<file path="src/rtl/river_crossing_engine.sv">
// Interactive Missionaries-and-Cannibals engine: legality checks, bank tracking, win/loss detection.
// Optional undo history is enabled by defining RIVER_UNDO_EN.
module river_crossing_engine #(
   parameter int N          = 3,
   parameter int CAP        = 2,
   parameter int CNT_W      = 3,
   parameter int STEP_W     = 6,
   parameter int HIST_DEPTH = 16
) (
   input  logic              clk,
   input  logic              reset,
   input  logic              start,
   input  logic              move_valid,
   input  logic [CNT_W-1:0]  move_m,
   input  logic [CNT_W-1:0]  move_c,
   output logic              move_ready,
   input  logic              undo,
   output logic              move_ack,
   output logic              move_err,
   output logic [1:0]        err_code,
   output logic [CNT_W-1:0]  missionaries_left,
   output logic [CNT_W-1:0]  cannibals_left,
   output logic [CNT_W-1:0]  missionaries_right,
   output logic [CNT_W-1:0]  cannibals_right,
   output logic              boat_side,
   output logic [STEP_W-1:0] step_count,
   output logic [1:0]        phase,
   output logic              solved,
   output logic              lost
);

   typedef enum logic [1:0] {IDLE = 2'd0, PLAY = 2'd1, WON = 2'd2, LOST = 2'd3} phase_t;

   phase_t             phase_reg, phase_next;
   logic [CNT_W-1:0]   ml_reg, cl_reg, mr_reg, cr_reg;
   logic [CNT_W-1:0]   ml_next, cl_next, mr_next, cr_next;
   logic               boat_reg, boat_next;
   logic [STEP_W-1:0]  step_reg, step_next;
   logic               ack_reg, ack_next, err_reg, err_next;
   logic [1:0]         code_reg, code_next;

   logic               undo_in, undo_go, hist_empty;
   logic               push_en, pop_en, clr_en, xfer;
   logic [CNT_W-1:0]   top_m, top_c, amt_m, amt_c, src_m, src_c;
   logic [CNT_W:0]     sum;

   assign move_ready = (phase_reg == PLAY) && !undo_in && !start;
   assign undo_go    = undo_in && !start && ((phase_reg == PLAY) || (phase_reg == LOST));

   always_comb begin
      ml_next    = ml_reg;
      cl_next    = cl_reg;
      mr_next    = mr_reg;
      cr_next    = cr_reg;
      boat_next  = boat_reg;
      step_next  = step_reg;
      phase_next = phase_reg;
      ack_next   = 1'b0;
      err_next   = 1'b0;
      code_next  = code_reg;
      push_en    = 1'b0;
      pop_en     = 1'b0;
      clr_en     = 1'b0;
      xfer       = 1'b0;
      amt_m      = move_m;
      amt_c      = move_c;
      src_m      = boat_reg ? mr_reg : ml_reg;
      src_c      = boat_reg ? cr_reg : cl_reg;
      sum        = {1'b0, move_m} + {1'b0, move_c};

      if (start) begin
         ml_next    = CNT_W'(N);
         cl_next    = CNT_W'(N);
         mr_next    = '0;
         cr_next    = '0;
         boat_next  = 1'b0;
         step_next  = '0;
         phase_next = PLAY;
         clr_en     = 1'b1;
      end else if (undo_go) begin
         if (hist_empty) begin
            err_next  = 1'b1;
            code_next = 2'b11;
         end else begin
            amt_m      = top_m;
            amt_c      = top_c;
            xfer       = 1'b1;
            pop_en     = 1'b1;
            ack_next   = 1'b1;
            code_next  = 2'b00;
            phase_next = PLAY;
            step_next  = (step_reg == '0) ? '0 : step_reg - STEP_W'(1);
         end
      end else if (move_valid && move_ready) begin
         if ((sum == '0) || (sum > (CNT_W+1)'(CAP))) begin
            err_next  = 1'b1;
            code_next = 2'b01;
         end else if ((src_m < move_m) || (src_c < move_c)) begin
            err_next  = 1'b1;
            code_next = 2'b10;
         end else begin
            xfer      = 1'b1;
            push_en   = 1'b1;
            ack_next  = 1'b1;
            code_next = 2'b00;
            step_next = (&step_reg) ? step_reg : step_reg + STEP_W'(1);
         end
      end

      // Boat always carries people away from its current bank; undo replays the last load backwards.
      if (xfer) begin
         if (boat_reg) begin
            mr_next = mr_reg - amt_m;
            cr_next = cr_reg - amt_c;
            ml_next = ml_reg + amt_m;
            cl_next = cl_reg + amt_c;
         end else begin
            ml_next = ml_reg - amt_m;
            cl_next = cl_reg - amt_c;
            mr_next = mr_reg + amt_m;
            cr_next = cr_reg + amt_c;
         end
         boat_next = !boat_reg;
      end

      if (push_en) begin
         if (((ml_next != '0) && (cl_next > ml_next)) || ((mr_next != '0) && (cr_next > mr_next)))
            phase_next = LOST;
         else if ((mr_next == CNT_W'(N)) && (cr_next == CNT_W'(N)))
            phase_next = WON;
      end
   end

   always_ff @(posedge clk or posedge reset) begin
      if (reset) begin
         ml_reg    <= CNT_W'(N);
         cl_reg    <= CNT_W'(N);
         mr_reg    <= '0;
         cr_reg    <= '0;
         boat_reg  <= 1'b0;
         step_reg  <= '0;
         phase_reg <= IDLE;
         ack_reg   <= 1'b0;
         err_reg   <= 1'b0;
         code_reg  <= 2'b00;
      end else begin
         ml_reg    <= ml_next;
         cl_reg    <= cl_next;
         mr_reg    <= mr_next;
         cr_reg    <= cr_next;
         boat_reg  <= boat_next;
         step_reg  <= step_next;
         phase_reg <= phase_next;
         ack_reg   <= ack_next;
         err_reg   <= err_next;
         code_reg  <= code_next;
      end
   end

`ifdef RIVER_UNDO_EN
   localparam int PW = (HIST_DEPTH > 1) ? $clog2(HIST_DEPTH) : 1;
   localparam int DW = $clog2(HIST_DEPTH + 1);

   // Ring buffer used as a LIFO so an overflow silently overwrites the oldest entry.
   logic [2*CNT_W-1:0] hist_mem [HIST_DEPTH];
   logic [PW-1:0]      ptr_reg, ptr_inc, ptr_dec;
   logic [DW-1:0]      depth_reg;

   assign undo_in        = undo;
   assign ptr_inc        = (ptr_reg == PW'(HIST_DEPTH - 1)) ? '0 : ptr_reg + PW'(1);
   assign ptr_dec        = (ptr_reg == '0) ? PW'(HIST_DEPTH - 1) : ptr_reg - PW'(1);
   assign hist_empty     = (depth_reg == '0);
   assign {top_m, top_c} = hist_mem[ptr_dec];

   always_ff @(posedge clk or posedge reset) begin
      if (reset) begin
         ptr_reg   <= '0;
         depth_reg <= '0;
      end else if (clr_en) begin
         ptr_reg   <= '0;
         depth_reg <= '0;
      end else if (push_en) begin
         ptr_reg <= ptr_inc;
         if (depth_reg != DW'(HIST_DEPTH))
            depth_reg <= depth_reg + DW'(1);
      end else if (pop_en) begin
         ptr_reg   <= ptr_dec;
         depth_reg <= depth_reg - DW'(1);
      end
   end

   always_ff @(posedge clk) begin
      if (push_en)
         hist_mem[ptr_reg] <= {move_m, move_c};
   end
`else
   logic unused_undo;
   assign undo_in     = 1'b0;
   assign hist_empty  = 1'b1;
   assign top_m       = '0;
   assign top_c       = '0;
   assign unused_undo = undo | pop_en | clr_en | (HIST_DEPTH == 0);
`endif

   assign move_ack           = ack_reg;
   assign move_err           = err_reg;
   assign err_code           = code_reg;
   assign missionaries_left  = ml_reg;
   assign cannibals_left     = cl_reg;
   assign missionaries_right = mr_reg;
   assign cannibals_right    = cr_reg;
   assign boat_side          = boat_reg;
   assign step_count         = step_reg;
   assign phase              = phase_reg;
   assign solved             = (phase_reg == WON);
   assign lost               = (phase_reg == LOST);

endmodule

</file>
<file path="config.mk">
export PLATFORM = sky130hd
export DESIGN_NAME = river_crossing_engine
export DESIGN_NICKNAME = d
export VERILOG_FILES = /design/src/rtl/river_crossing_engine.sv
export SDC_FILE = /design/constraint.sdc
export NUM_CORES = 1
export LEC_CHECK = 0
export CELL_PAD_IN_SITES_DETAIL_PLACEMENT = 1
export CELL_PAD_IN_SITES_GLOBAL_PLACEMENT = 2
export CORE_MARGIN = 2
export CORE_UTILIZATION = 34
export CTS_CLUSTER_DIAMETER = 200
export DETAILED_ROUTE_END_ITERATION = 8
export MAX_ROUTING_LAYER = met4
export PLACE_DENSITY = 0.86
export SLEW_MARGIN = 20
export SYNTH_ARGS = -nofsm -noshare
export SYNTH_HDL_FRONTEND = slang
export SYNTH_SLANG_ARGS = --single-unit
</file>
<file path="constraint.sdc">
create_clock -name clk -period 11.26 [get_ports clk]
set_clock_uncertainty 0.15 [all_clocks]
set_input_delay 1.689 -clock clk [delete_from_list [all_inputs] [get_ports clk]]
set_output_delay 1.689 -clock clk [all_outputs]
set_load 0.02 [all_outputs]
</file>
==> key figures, run 1 <==
Synthesis
  • Synth warnings: 0
  • Main combinational cell family by area after synthesis: adder cells
  • Fraction of the mapped netlist area in simple logic gates: 14.8%
  • Synth async-reset ratio: 100%
  • Area contributors post-synth: dfrtp_1, ha_1, dfstp_2, fa_1, o21ai_0
  • Synth Area in Compound Gates: 17.1%
  • Register area share after synthesis: 33.3%
  • Synth top area share: 27.8%
  • Yosys top cell by area: dfrtp_1
  • Syn Nets: 232
  • Mux share of post-synthesis cell area: 4.63%
  • Number of synthesized flops with an enable pin: 0
  • XOR/XNOR share of the synthesized area: 5.82%
  • Adder-Cell Fraction of Synth Area: 18.4%
  • Mapped cell area: 1890 µm²
  • Synthesized area per cell: 9.61 µm²
  • Synthesized instance count: 197
  • Distinct cell type count after synthesis: 50
  • Synth Flop Type: dfrtp_1
  • Flops & latches, synth: 25

Worst setup path
  • Crit path kind: in -> reg
  • Crit path DAT: 5.94 ns
  • Crit. End Element: flip-flop
  • Reg2reg path depth: 15
  • CP max FO: 26
  • CP required: 11.25 ns
  • Startpoint types: input port

Cells and area
  • Layout cells sized above 1: 9.01%
  • Area of the multi-input gates: 1150 µm²
  • Antenna Cells: 0
  • Layout net count: 269
  • Finished layout cell area: 2370 µm²
  • Layout area overhead: 25.3%
  • Max reg flops: 6
  • Storage cell area: 631 µm²
  • Non-Filler Instances: 305
  • Fillers: 629

Route
  • DRC: 0
  • Vias: 1,568
  • Post-route ant nets: 0
  • M1 wire length: 2180 µm
  • Initial DRC count: 72
  • Wire length on met3: 107 µm
  • Avg Vias per Cell: 5.14
  • Pre-Repair DR Iteration Count: 4
  • Avg WL per Cell: 15.5 µm
  • Met2 Routed Length: 2430 µm
  • Post-Route WL: 4730 µm
  • Top Layer Used: met4

Global route
  • Vias in the first global route: 1,664
  • Initial antenna violation count: 0
  • Largest net degree at the start of global routing: 27
  • GR Util All Layers: 17.3%
  • Grt total ovfl: 0
  • First-pass GRT wire length: 8250 µm

Clocking
  • CTS sink cnt: 25
  • Post-CTS Setup Bufs: 0
  • CTS tree: built
  • Htree depth: 1
  • Longest Clk Path Bufs: 2
  • Post-CTS Resized: 0
  • Hold_buf cts: 0
  • Skew-Pair Late Insertion Delay: 0.28 ns
  • Root Buffer: clkbuf_8
  • Clk pin slew, worst setup/hold paths: 0.10 ns
  • CTS Buf Count: 3

Place
  • Dpl ws: 4.97 ns
  • IO Port Bufs: 37
  • Placed Area: 2320 µm²
  • Gp weighted congestion: 0.714
  • Placed instance count: 301
  • HPWL after detailed placement: 3670 µm

Floorplanning
  • Die Ht: 78.6 µm
  • Num rows: 27
  • Die extent in x: 78.6 µm
  • Total core area: 5440 µm²
  • Die area: 6180 µm²
  • Initial core utilization: 34.8%
  • Top Ports: 39

Timing
  • Final worst setup slack: 5.31 ns
  • Worst slew margin: 35.2%
  • Hold Vio Cnt, Final: 0
  • Worst-Margin Slew: 0.966 ns
  • Period utilization: 52.8%
  • Time the worst path needs with I/O delays and setup: 5.95 ns
  • Final Max Tran Viols: 0
  • RSZ-0062 raised after global routing: false
  • Final TNS setup: 0 ns
  • Max Fclk: 168 MHz
  • Setup violations, final: 0

Power
  • LEAKAGE: 1.01 nW
  • Maximum VDD drop: 0.0636 mV
  • Tot Pwr: 0.206 mW
  • Pwr/cell area: 87.0 nW/µm²

Hold path
  • Worst Hold Class: reg -> reg
  • Worst hold path depth: 2

Run status
  • Status: complete, no violations

Run
  • Max cap viols: 0
-- cell type report --
cell class	count	area share, %
well taps	72	3.80
clock inverters	1	0.316
repair buffers	37	15.6
inverters	22	3.48
multi-input cells	145	48.5
clock buffers	3	1.74
flip-flops and latches	25	26.6
-- layer usage --
metal / global-route usage [%] / vias to the layer above
met1: 21.1 / 776
li1: - / 765
met3: 2.53 / 2
met5: - / -
met4: 1.58 / 0
met2: 31.6 / 25
-- kinds of logic (layout without fill, tap and decap cells) --
family,count (synthesis),after routing
and+or+nand+nor,53,53
AOI/OAI and AO/OA,48,48
buffers and inverters,27,63
adders and majority gates,25,25
DFF,25,25
xor gates and xnor gates,11,11
muxes,8,8
-- Yosys cell counts, types with 2 or more instances --
cell / number
inv_1: 21
mux2_2: 5
nand4_1: 2
mux2i_1: 2
ha_1: 19
nand2_1: 11
xnor2_1: 7
xor2_1: 3
nor2_1: 12
nor2b_1: 3
clkbuf_1: 3
o21a_1: 6
a21oi_1: 7
a21o_1: 2
and3_1: 2
nand3_1: 10
dfstp_2: 4
o21ai_0: 17
and2_1: 2
a31oi_1: 2
o211ai_1: 2
or3_1: 2
dfrtp_1: 21
fa_1: 5
a22oi_1: 2
-- worst paths after layout --
check | from | end | slack, ns
max | move_c[0] | phase[1] | 5.31
min | err_code[1] | err_code[1] | 0.33
max reg2reg | boat_side | phase[1] | 6.74
min reg2reg | err_code[1] | err_code[1] | 0.33
max in group asynchronous | reset | cannibals_right[0] | 8.85
min in group asynchronous | reset | cannibals_right[2] | 1.66
-- layout by cell type, fill, tap and decap left out, types with 2 or more instances in the layout --
master | netlist | layout
or3_1 | 2 | 2
fa_1 | 5 | 5
inv_1 | 21 | 20
dfstp_2 | 4 | 4
clkdlybuf4s50_1 | 0 | 37
dfrtp_1 | 21 | 21
nand3_1 | 10 | 10
nand2_1 | 11 | 11
nor2_1 | 12 | 12
clkbuf_8 | 0 | 3
o21ai_0 | 17 | 17
o21a_1 | 6 | 6
nor2b_1 | 3 | 3
xor2_1 | 3 | 3
a21oi_1 | 7 | 7
ha_1 | 19 | 19
o211ai_1 | 2 | 2
xnor2_1 | 7 | 7
and3_1 | 2 | 2
mux2_2 | 5 | 5
mux2i_1 | 2 | 2
nand4_1 | 2 | 2
a31oi_1 | 2 | 2
and2_1 | 2 | 2
a22oi_1 | 2 | 2
a21o_1 | 2 | 2
-- worst max-delay path: stages --
cell and delay (ns):
clkdlybuf4s50_1 0.65, ha_1 0.25, fa_1 0.45, a21oi_1 0.14, o221ai_1 0.16, nor3_2 0.35, nand2_2 0.35, inv_2 0.30
nor2_1 0.11, a211o_1 0.36, ha_1 0.30, o21a_1 0.10, o21ai_0 0.18, a31oi_1 0.12, o21ai_0 0.25, o311ai_0 0.16
-- power by group --
group | switching (mW) | internal [mW] | leakage (nW)
registers | 0.00203 | 0.0923 | 0.324
clock network | 0.0318 | 0.0252 | 0.0217
logic | 0.0306 | 0.0245 | 0.667
-- metrics by stage --
step | hold WS [ns] | utilization (%)
finish | 0.334 | 43.6
CTS | 0.346 | 43.6
global route | 0.419 | 43.6
global placement | 0.315 | 42.7
detailed placement | 0.322 | 42.7
floorplan | 0.431 | -
No activity file was read; power rests on OpenSTA's default activity.
==> inputs of run 2 (changes only) <==
Settings changed: CORE_UTILIZATION 34 to 31, PLACE_DENSITY 0.86 to 0.8.
Clock period 11.26 ns to 5.8 ns, I/O delays scaled along.
==> run 2 against run 1 <==
Net effect:
- largest cell class unchanged
- count of clock-buffer cells in the layout rose by 1
- sequential power grew 94%
- critical endpoint unchanged
- wire length increased by 4.0%
- critical path type unchanged
==> key figures, run 2 (synthesized netlist as in run 1, its figures left out) <==
Timing
  • Final Max Tran Viols: 0
  • Hold Vio Cnt, Final: 0
  • Max Fclk: 203 MHz
  • Worst-Margin Slew: 0.938 ns
  • Final TNS setup: 0 ns
  • RSZ-0062 raised after global routing: false
  • Final worst setup slack: 0.885 ns
  • Hold_ws: 0.341 ns
  • Setup violations, final: 0
  • Time the worst path needs with I/O delays and setup: 4.91 ns
  • Period utilization: 84.7%
  • Worst slew margin: 37.1%

Route
  • Top Layer Used: met4
  • Pre-Repair DR Iteration Count: 4
  • Wire length on met3: 95 µm
  • Avg WL per Cell: 15.9 µm
  • Met2 Routed Length: 2460 µm
  • Vias: 1,588
  • Initial DRC count: 32
  • Post-route ant nets: 0
  • Avg Vias per Cell: 5.12
  • Post-Route WL: 4920 µm
  • M1 wire length: 2340 µm
  • DRC: 0

Clocking
  • CTS sink cnt: 25
  • Clk pin slew, worst setup/hold paths: 0.09 ns
  • Root Buffer: clkbuf_8
  • Longest Clk Path Bufs: 2
  • Post-CTS Setup Bufs: 0
  • Post-CTS Resized: 0
  • CTS tree: built
  • CTS Buf Count: 3
  • Skew-Pair Late Insertion Delay: 0.27 ns
  • Hold_buf cts: 0
  • Htree depth: 1

Worst setup path
  • Crit path DAT: 4.89 ns
  • Crit. End Element: flip-flop
  • Startpoint types: input port
  • CP required: 5.77 ns
  • Crit path kind: in -> reg
  • CP max FO: 18

Global route
  • Grt total ovfl: 0
  • Initial antenna violation count: 0
  • Vias in the first global route: 1,725
  • GR Util All Layers: 16.8%
  • Largest net degree at the start of global routing: 26
  • First-pass GRT wire length: 8450 µm

Cells and area
  • Most common cell after layout, fill and taps aside: clkdlybuf4s50_1
  • Fillers: 698
  • Layout cells sized above 1: 9.36%
  • Layout net count: 271
  • Commonest cells after routing, fill and taps aside: clkdlybuf4s50_1, dfrtp_1, inv_1
  • Max reg flops: 6
  • Non-Filler Instances: 310
  • Antenna Cells: 0
  • Layout area overhead: 26.1%

Floorplanning
  • Total core area: 5920 µm²
  • Die extent in x: 82.1 µm
  • Top Ports: 39
  • Num rows: 28
  • Initial core utilization: 32.0%
  • Die Ht: 82.1 µm
  • Die area: 6750 µm²

Power
  • LEAKAGE: 1.02 nW
  • Tot Pwr: 0.396 mW
  • Pwr/cell area: 166 nW/µm²
  • Maximum VDD drop: 0.0736 mV

Place
  • Placed instance count: 306
  • Gp weighted congestion: 0.782
  • Dpl ws: 0.559 ns
  • IO Port Bufs: 37
  • HPWL after detailed placement: 3900 µm

Run status
  • Status: complete, no violations

Run
  • Max cap viols: 0

Hold path
  • Worst Hold Class: reg -> reg
## run 2: cell count changes in the layout (fill, tap and decap cells not counted), sizes merged
cell,change
clkinvlp,-1
buf,+2
clkbuf,+1
## run 2: path summary, 6_finish.rpt
kind	startpoint	to	slack, ns	depth (start not counted)
min in group asynchronous	reset	move_ack	0.85	2
worst min-delay path	err_code[1]	err_code[1]	0.34	2
worst min register to register	err_code[1]	err_code[1]	0.34	2
max in group asynchronous	reset	cannibals_right[0]	4.22	2
worst max-delay path	move_c[0]	phase[1]	0.89	17
worst max register to register	boat_side	phase[1]	1.51	16
## run 2: report_power, final
part           internal (mW)  switching [mW]  total (mW)  leakage, nW
Sequential             0.179         0.00384       0.183        0.324
Clock                 0.0491          0.0563       0.105       0.0228
Combinational         0.0478          0.0594       0.107        0.676
## run 2: per-layer routing
layer,global-route usage [%],vias up
met1,22.0,795
met3,1.63,2
met5,-,-
met4,3.50,0
met2,28.4,25
li1,-,766
## run 2: critical path, stage by stage
cell and delay [ns]:
clkdlybuf4s50_1 0.65, ha_1 0.24, fa_1 0.44, a21oi_1 0.14, o221ai_1 0.17, nor3_2 0.36
nand2_2 0.22, buf_4 0.26, nand3_1 0.09, o21ai_0 0.12, ha_1 0.32, nor2_1 0.06
maj3_1 0.35, a22oi_1 0.16, a31oi_1 0.05, o21ai_0 0.22, o311ai_0 0.18
## run 2: final cells by class
type / instances / area (µm²) / share of cell area (%)
multi-input cells: 145 / 1150 / 48.2
inverters: 22 / 82.6 / 3.46
repair buffers: 39 / 385 / 16.1
flip-flops and latches: 25 / 631 / 26.4
well taps: 75 / 93.8 / 3.93
clock buffers: 4 / 45.0 / 1.89
## run 2: per-stage QoR
stage | cell area [µm²] | utilization [%]
after floorplan | 1890 | -
after global placement | 2340 | 39.6
after detailed placement | 2340 | 39.6
after CTS | 2390 | 40.3
after global routing | 2390 | 40.3
final | 2390 | 40.3
